## src/rtl/echo_repeat_fifo_pkg.sv

```systemverilog
// Shared constants and types for the echo repeat FIFO.
package echo_pkg;

    localparam int ECHO_WIDTH = 32;
    localparam int ECHO_DEPTH = 4;
    localparam int ECHO_REPW  = 4;

    // Stored entry at the default widths: replay count above payload.
    typedef struct packed {
        logic [ECHO_REPW-1:0]  rep;
        logic [ECHO_WIDTH-1:0] v;
    } echo_entry_t;

    // Occupancy counter width able to hold the value DEPTH itself.
    function automatic int cnt_width(input int depth);
        return $clog2(depth + 1);
    endfunction

endpackage

```

## src/rtl/echo_repeat_fifo_if.sv

```systemverilog
// Method-style say / respond_rule / heard handshake bundle.
interface echo_repeat_fifo_if
    import echo_pkg::*;
#(
    parameter int WIDTH = ECHO_WIDTH,
    parameter int DEPTH = ECHO_DEPTH,
    parameter int REPW  = ECHO_REPW
);

    localparam int CW = cnt_width(DEPTH);

    logic             say__ENA;
    logic [WIDTH-1:0] say_v;
    logic [REPW-1:0]  say_rep;
    logic             say__RDY;
    logic             respond_rule__ENA;
    logic             respond_rule__RDY;
    logic             ind_heard__ENA;
    logic [WIDTH-1:0] ind_heard_v;
    logic [REPW-1:0]  ind_heard_idx;
    logic             ind_heard_last;
    logic             ind_heard__RDY;
    logic [CW-1:0]    count;

    // Echo block side.
    modport slave (
        input  say__ENA, say_v, say_rep, respond_rule__ENA, ind_heard__RDY,
        output say__RDY, respond_rule__RDY, ind_heard__ENA, ind_heard_v,
               ind_heard_idx, ind_heard_last, count
    );

    // Request proxy / scheduler / indication proxy side.
    modport master (
        output say__ENA, say_v, say_rep, respond_rule__ENA, ind_heard__RDY,
        input  say__RDY, respond_rule__RDY, ind_heard__ENA, ind_heard_v,
               ind_heard_idx, ind_heard_last, count
    );

endinterface

```

## src/rtl/echo_repeat_fifo_fifo_n.sv

```systemverilog
// DEPTH-entry circular FIFO; full/empty tracked by an occupancy counter.
module fifo_n
    import echo_pkg::*;
#(
    parameter int DEPTH = ECHO_DEPTH,
    parameter int DW    = ECHO_WIDTH + ECHO_REPW
) (
    input  logic                        clk,
    input  logic                        rst,
    input  logic                        enq_en,
    input  logic [DW-1:0]               enq_data,
    output logic                        enq_rdy,
    input  logic                        deq_en,
    output logic                        deq_rdy,
    output logic [DW-1:0]               first,
    output logic [cnt_width(DEPTH)-1:0] count
);

    localparam int AW = $clog2(DEPTH);
    localparam int CW = cnt_width(DEPTH);

    logic [DW-1:0] mem_q [DEPTH];
    logic [AW-1:0] wr_ptr_q, wr_ptr_d;
    logic [AW-1:0] rd_ptr_q, rd_ptr_d;
    logic [CW-1:0] count_q, count_d;
    logic          enq_fire, deq_fire;

    // Ready flags come from registered occupancy only.
    assign enq_rdy  = (count_q != CW'(DEPTH));
    assign deq_rdy  = (count_q != '0);
    assign enq_fire = enq_en & enq_rdy;
    assign deq_fire = deq_en & deq_rdy;
    assign first    = mem_q[rd_ptr_q];
    assign count    = count_q;

    // Next-state pointers and occupancy; pointers wrap at DEPTH (power of two).
    always_comb begin
        wr_ptr_d = wr_ptr_q;
        rd_ptr_d = rd_ptr_q;
        count_d  = count_q;
        if (enq_fire) wr_ptr_d = wr_ptr_q + AW'(1);
        if (deq_fire) rd_ptr_d = rd_ptr_q + AW'(1);
        case ({enq_fire, deq_fire})
            2'b10:   count_d = count_q + CW'(1);
            2'b01:   count_d = count_q - CW'(1);
            default: count_d = count_q;
        endcase
    end

    // Control state register with synchronous reset.
    always_ff @(posedge clk) begin
        if (rst) begin
            wr_ptr_q <= '0;
            rd_ptr_q <= '0;
            count_q  <= '0;
        end else begin
            wr_ptr_q <= wr_ptr_d;
            rd_ptr_q <= rd_ptr_d;
            count_q  <= count_d;
        end
    end

    // Entry storage; contents are not reset.
    always_ff @(posedge clk) begin
        if (enq_fire && !rst) mem_q[wr_ptr_q] <= enq_data;
    end

endmodule

```

## src/rtl/echo_repeat_fifo.sv

```systemverilog
// Buffers say requests and replays each head word rep+1 times on heard.
module echo_repeat_fifo
    import echo_pkg::*;
#(
    parameter int WIDTH = ECHO_WIDTH,
    parameter int DEPTH = ECHO_DEPTH,
    parameter int REPW  = ECHO_REPW
) (
    input  logic               CLK,
    input  logic               RST,
    echo_repeat_fifo_if.slave  io
);

    typedef struct packed {
        logic [REPW-1:0]  rep;
        logic [WIDTH-1:0] v;
    } entry_t;

    localparam int DW = $bits(entry_t);

    entry_t          head;
    entry_t          enq_entry;
    logic [DW-1:0]   fifo_first;
    logic            fifo_enq_rdy;
    logic            fifo_deq_rdy;
    logic            fifo_deq_en;
    logic            fire;
    logic            is_last;
    logic [REPW-1:0] rep_cnt_q, rep_cnt_d;

    assign enq_entry = '{rep: io.say_rep, v: io.say_v};

    fifo_n #(
        .DEPTH (DEPTH),
        .DW    (DW)
    ) u_fifo (
        .clk      (CLK),
        .rst      (RST),
        .enq_en   (io.say__ENA),
        .enq_data (enq_entry),
        .enq_rdy  (fifo_enq_rdy),
        .deq_en   (fifo_deq_en),
        .deq_rdy  (fifo_deq_rdy),
        .first    (fifo_first),
        .count    (io.count)
    );

    assign head    = entry_t'(fifo_first);
    // Compare before increment so rep = all-ones never wraps rep_cnt.
    assign is_last = (rep_cnt_q == head.rep);
    assign fire    = io.respond_rule__ENA & io.respond_rule__RDY;
    assign fifo_deq_en = fire & is_last;

    assign io.say__RDY          = fifo_enq_rdy;
    assign io.respond_rule__RDY = fifo_deq_rdy & io.ind_heard__RDY;
    assign io.ind_heard__ENA    = io.respond_rule__ENA;
    assign io.ind_heard_v       = head.v;
    assign io.ind_heard_idx     = rep_cnt_q;
    assign io.ind_heard_last    = is_last;

    // Replay index: advance per emission, clear when the head is retired.
    always_comb begin
        rep_cnt_d = rep_cnt_q;
        if (fire) rep_cnt_d = is_last ? '0 : rep_cnt_q + REPW'(1);
    end

    // Replay index register with synchronous reset.
    always_ff @(posedge CLK) begin
        if (RST) rep_cnt_q <= '0;
        else     rep_cnt_q <= rep_cnt_d;
    end

endmodule
```

## src/flat_wrapper.sv

```systemverilog
// flat-port wrapper written by rule: the top's interface ports become plain ports
module echo_repeat_fifo_flat import echo_pkg::*;
#(
    parameter int WIDTH = ECHO_WIDTH,
    parameter int DEPTH = ECHO_DEPTH,
    parameter int REPW  = ECHO_REPW
)
  (CLK, RST, io_say__ENA, io_say_v, io_say_rep, io_respond_rule__ENA, io_ind_heard__RDY, io_say__RDY, io_respond_rule__RDY, io_ind_heard__ENA, io_ind_heard_v, io_ind_heard_idx, io_ind_heard_last, io_count);
  echo_repeat_fifo_if #(.WIDTH(WIDTH), .DEPTH(DEPTH), .REPW(REPW)) io_i ();
  input  logic CLK;
  input  logic RST;
  input wire logic [$bits(io_i.say__ENA)-1:0] io_say__ENA;
  input wire logic [$bits(io_i.say_v)-1:0] io_say_v;
  input wire logic [$bits(io_i.say_rep)-1:0] io_say_rep;
  input wire logic [$bits(io_i.respond_rule__ENA)-1:0] io_respond_rule__ENA;
  input wire logic [$bits(io_i.ind_heard__RDY)-1:0] io_ind_heard__RDY;
  output wire logic [$bits(io_i.say__RDY)-1:0] io_say__RDY;
  output wire logic [$bits(io_i.respond_rule__RDY)-1:0] io_respond_rule__RDY;
  output wire logic [$bits(io_i.ind_heard__ENA)-1:0] io_ind_heard__ENA;
  output wire logic [$bits(io_i.ind_heard_v)-1:0] io_ind_heard_v;
  output wire logic [$bits(io_i.ind_heard_idx)-1:0] io_ind_heard_idx;
  output wire logic [$bits(io_i.ind_heard_last)-1:0] io_ind_heard_last;
  output wire logic [$bits(io_i.count)-1:0] io_count;
  assign io_i.say__ENA = io_say__ENA;
  assign io_i.say_v = io_say_v;
  assign io_i.say_rep = io_say_rep;
  assign io_i.respond_rule__ENA = io_respond_rule__ENA;
  assign io_i.ind_heard__RDY = io_ind_heard__RDY;
  assign io_say__RDY = io_i.say__RDY;
  assign io_respond_rule__RDY = io_i.respond_rule__RDY;
  assign io_ind_heard__ENA = io_i.ind_heard__ENA;
  assign io_ind_heard_v = io_i.ind_heard_v;
  assign io_ind_heard_idx = io_i.ind_heard_idx;
  assign io_ind_heard_last = io_i.ind_heard_last;
  assign io_count = io_i.count;
  echo_repeat_fifo #(.WIDTH(WIDTH), .DEPTH(DEPTH), .REPW(REPW)) u_core (.CLK(CLK), .RST(RST), .io(io_i));
endmodule
```

## config.mk

```make
export PLATFORM = sky130hd
export DESIGN_NAME = echo_repeat_fifo_flat
export DESIGN_NICKNAME = d
export VERILOG_FILES = /design/src/rtl/echo_repeat_fifo_pkg.sv /design/src/rtl/echo_repeat_fifo_if.sv /design/src/rtl/echo_repeat_fifo_fifo_n.sv /design/src/rtl/echo_repeat_fifo.sv /design/src/flat_wrapper.sv
export SDC_FILE = /design/constraint.sdc
export NUM_CORES = 1
export LEC_CHECK = 0
export CAP_MARGIN = 20
export CELL_PAD_IN_SITES_DETAIL_PLACEMENT = 1
export CELL_PAD_IN_SITES_GLOBAL_PLACEMENT = 1
export CORE_MARGIN = 3
export CORE_UTILIZATION = 49
export CTS_CLUSTER_SIZE = 25
export DETAILED_ROUTE_END_ITERATION = 7
export DONT_BUFFER_PORTS = 1
export PLACE_DENSITY = 0.85
export SLEW_MARGIN = 20
export SYNTH_ARGS = -nofsm -noshare
export SYNTH_HDL_FRONTEND = slang
export SYNTH_SLANG_ARGS = --single-unit
```

## constraint.sdc

```tcl
create_clock -name CLK -period 2.63 [get_ports CLK]
set_clock_uncertainty 0.2 [all_clocks]
set_input_delay 0.263 -clock CLK [delete_from_list [all_inputs] [get_ports CLK]]
set_output_delay 0.263 -clock CLK [all_outputs]
set_load 0.005 [all_outputs]
```

==> results.md <==
- Netlist cell types: 28
- Antenna violations before repair: 0
- Highest attainable clock frequency: 353 MHz
- Worst slew margin relative to its limit: 0.701
- Number of diodes added for antenna fixing: 0
- IO Count: 84
- Setup crit end kind: register
- Mapped Avg Cell Area: 21.6 um^2
- Clock latency of the later-clocked register in the worst-skew pair: 410 ps
- Max-slew violation count: 0
- Data arrival time of the critical path: 2980 ps
- Master cell of the clock root buffer: sky130_fd_sc_hd__clkbuf_16
- Static Leakage: 2.36 nW
- Largest net degree at the start of global routing: 37
- Final setup slack of the worst path: -203 ps
- Portion of total power attributed to combinational logic: 0.045
- CORE AREA: 11,600 um^2
- Routed Antenna Nets: 0
- Placer Congestion: 0.712
- CTS tree: built
- Proportion of total power due to net switching: 0.206
- Placed wire-length estimate: 6390 um
- Part of the total power dissipated in sequential elements: 0.548
- Final Instance Area: 7170 um^2
- Min-delay worst type: input pin to register
- Cell area after synthesis: 5880 um^2
- Clock tree buffer depth: 2
- Overall Power: 0.00516 W
- X dimension of the die: 116 um
- Syn Inst Count: 272
- Sequential share of the synthesized area: 0.780
- Maximum fanout along the worst path: 6
- Filler Cells Inserted: 947
- Vias post-DR: 2,758
- Sum of overflow across all layers after global routing: 0
- Count of yosys warnings during synthesis: 0
- Failing checks: hold timing, setup timing
- Global-route total usage across every layer: 0.187
- Vias per Instance: 5.54
- Post-CTS Hold Fix Bufs: 45
- Net count, final: 390
- Instance area after placement: 6170 um^2
- Clk sink count: 157
- Internal power contribution: 0.00409 W
- Worst Tran Pin Value: 448 ps
- Area Overhead vs Synth: 21.9%
- Height of the chip: 116 um
- Data required time of the worst path: 2780 ps
- CP Class: register to register
- Die Outline Area: 13,300 um^2
- Ranking of synthesized cells by area: sky130_fd_sc_hd__edfxtp_1, sky130_fd_sc_hd__mux4_2, sky130_fd_sc_hd__dfxtp_1, sky130_fd_sc_hd__ha_1, sky130_fd_sc_hd__xnor2_1
- Clock period minus final worst setup slack: 2830 ps
- Max-cap violations: 0
- Result of the run: complete, but fails checks
- Final Cycle Share: 1.08
- Clock edge transition at the registers on the reported setup and hold paths: 60 ps
- Async set or reset register ratio after synthesis: 0
- Worst vdd rail ir drop: 0.000556 V
- H-Tree Depth: 4
- Clock buffer count from CTS: 17
- Largest area contributor in the synthesized netlist: sky130_fd_sc_hd__edfxtp_1
- Via count of the first global-routing pass: 3,134
- Pwr per Cell Area: 719 nW/um^2
- Count of final setup violators: 2
- Number of core rows: 39
- Layout cell share with drive strength beyond 1: 0.268
- Initial Util: 0.508
- Post-Synthesis Net Count: 320
- Total wirelength of the detailed-routed design: 11,500 um
- Post-detailed-route DRC marker count: 0
- Number of failing hold endpoints at the final stage: 8
- Count leader, synth: sky130_fd_sc_hd__edfxtp_1
- Element type at the critical path start: register
- Most instantiated flip-flop cell in the synthesis netlist: sky130_fd_sc_hd__edfxtp_1
- Iter 0 DRT Violations: 212
- Wire length of the first global-routing pass: 17,800 um
- DR WL/cell: 23.1 um
- RSZ-0062 raised after global routing: yes
- Number of enable-type register cells in the synthesized netlist: 144
- Hold WS: -290 ps
- Sum of negative setup slack: -221 ps
- First-pass iteration count of the detailed router: 4
- Top cells by instance count after synthesis: sky130_fd_sc_hd__edfxtp_1, sky130_fd_sc_hd__mux4_2, sky130_fd_sc_hd__dfxtp_1, sky130_fd_sc_hd__nand2_1, sky130_fd_sc_hd__nor2_1
- Clock power frac: 0.407
- Psw: 0.00106 W
- Area share of the leading cell type in the synthesized netlist: 0.736
- Number of storage elements in the synthesis netlist: 157
- Input/output buffers: 0
==> through the flow <==
step                       util  instances  setup slack, ps
after floorplan               -        272             -226
after global placement    0.533        418             -117
after detailed placement  0.533        418             -214
after CTS                 0.617        496             -204
after global routing      0.620        498             -338
final                     0.620        498             -203
==> kinds of logic after synthesis <==
group                    synth area share
flip-flops                          0.780
multiplexers                        0.140
AND/OR/NAND/NOR                    0.0296
buffers and inverters              0.0121
AO/OA/AOI/OAI                      0.0119
XOR/XNOR                           0.0104
adder cells (fa/ha/maj)            0.0162
==> final timing paths <==
check | slack (ps) | to | startpoint | cells past startpoint
worst min-delay path | -290 | u_core.u_fifo.count[2] | RST | 1
worst max-delay path | -200 | u_core.u_fifo.count[2] | register | 10
worst min register to register | 360 | u_core.u_fifo.rd_ptr_q[0] | u_core.u_fifo.rd_ptr_q[0] | 2
worst max register to register | -200 | u_core.u_fifo.count[2] | register | 10
==> registers in the layout (all words and copies together), names as in the netlist, named ones only <==
name                     flops
u_core.u_fifo.rd_ptr_q       2
u_core.u_fifo.wr_ptr_q       2
u_core.u_fifo.mem_q        144
u_core.io.ind_heard_idx      4
u_core.u_fifo.count          3
==> worst max-delay path, stage by stage, from the launching register on <==
cell and delay [ps]:
sky130_fd_sc_hd__dfxtp_4 400, sky130_fd_sc_hd__mux4_2 560, sky130_fd_sc_hd__xnor2_2 210, sky130_fd_sc_hd__nand4_2 110, sky130_fd_sc_hd__nor2_2 110, sky130_fd_sc_hd__ha_2 190
sky130_fd_sc_hd__inv_2 40, sky130_fd_sc_hd__fa_2 320, sky130_fd_sc_hd__xor2_1 160, sky130_fd_sc_hd__or3_1 340, sky130_fd_sc_hd__a21oi_2 120
==> power groups by stage <==
| stage | Clock (W) | Sequential (W) | Combinational (W) |
|---|---|---|---|
| floorplan | 0 | 0.00287 | 0.000112 |
| global placement | 0 | 0.00287 | 0.000151 |
| detailed placement | 0 | 0.00288 | 0.000156 |
| CTS | 0.00214 | 0.00283 | 0.000233 |
| global route | 0.00227 | 0.00283 | 0.000257 |
| finish | 0.00210 | 0.00283 | 0.000233 |
==> routing by layer <==
layer  share of wire  GRT usage  up-vias
met2            0.54      0.331       87
li1                -          -     1245
met4          0.0076     0.0634        0
met3           0.081     0.0736        6
met1            0.37      0.208     1420
met5               0          0        -
==> cell usage in the layout (no fill, tap or decap), drive strengths merged, types with 6 or more instances in the layout <==
cell type | netlist | routed
a21oi | 8 | 8
buf | 6 | 16
clkbuf | 4 | 18
clkinv | 0 | 11
dfxtp | 13 | 13
dlygate4sd3 | 0 | 42
edfxtp | 144 | 144
ha | 6 | 6
inv | 6 | 6
mux4 | 36 | 36
nand2 | 9 | 9
nor2 | 9 | 9
==> cell type report <==
type                    count  area, um^2  share of cell area
inverters                   6        22.5             0.00314
well taps                 143         179              0.0250
repair buffers             61         607              0.0847
flip-flops and latches    157        4590               0.640
multi-input cells          99        1260               0.176
clock inverters            14        80.1              0.0112
clock buffers              18         429              0.0599
==> timing repair <==
item / CTS / global route
setup buffers: 1 / 2
setup endpoints to repair: 2 / 2
gates resized for setup: 1 / 7
pin swaps: 0 / 4
hold endpoints to repair: 157 / 8
No activity file was read; power rests on OpenSTA's default activity.
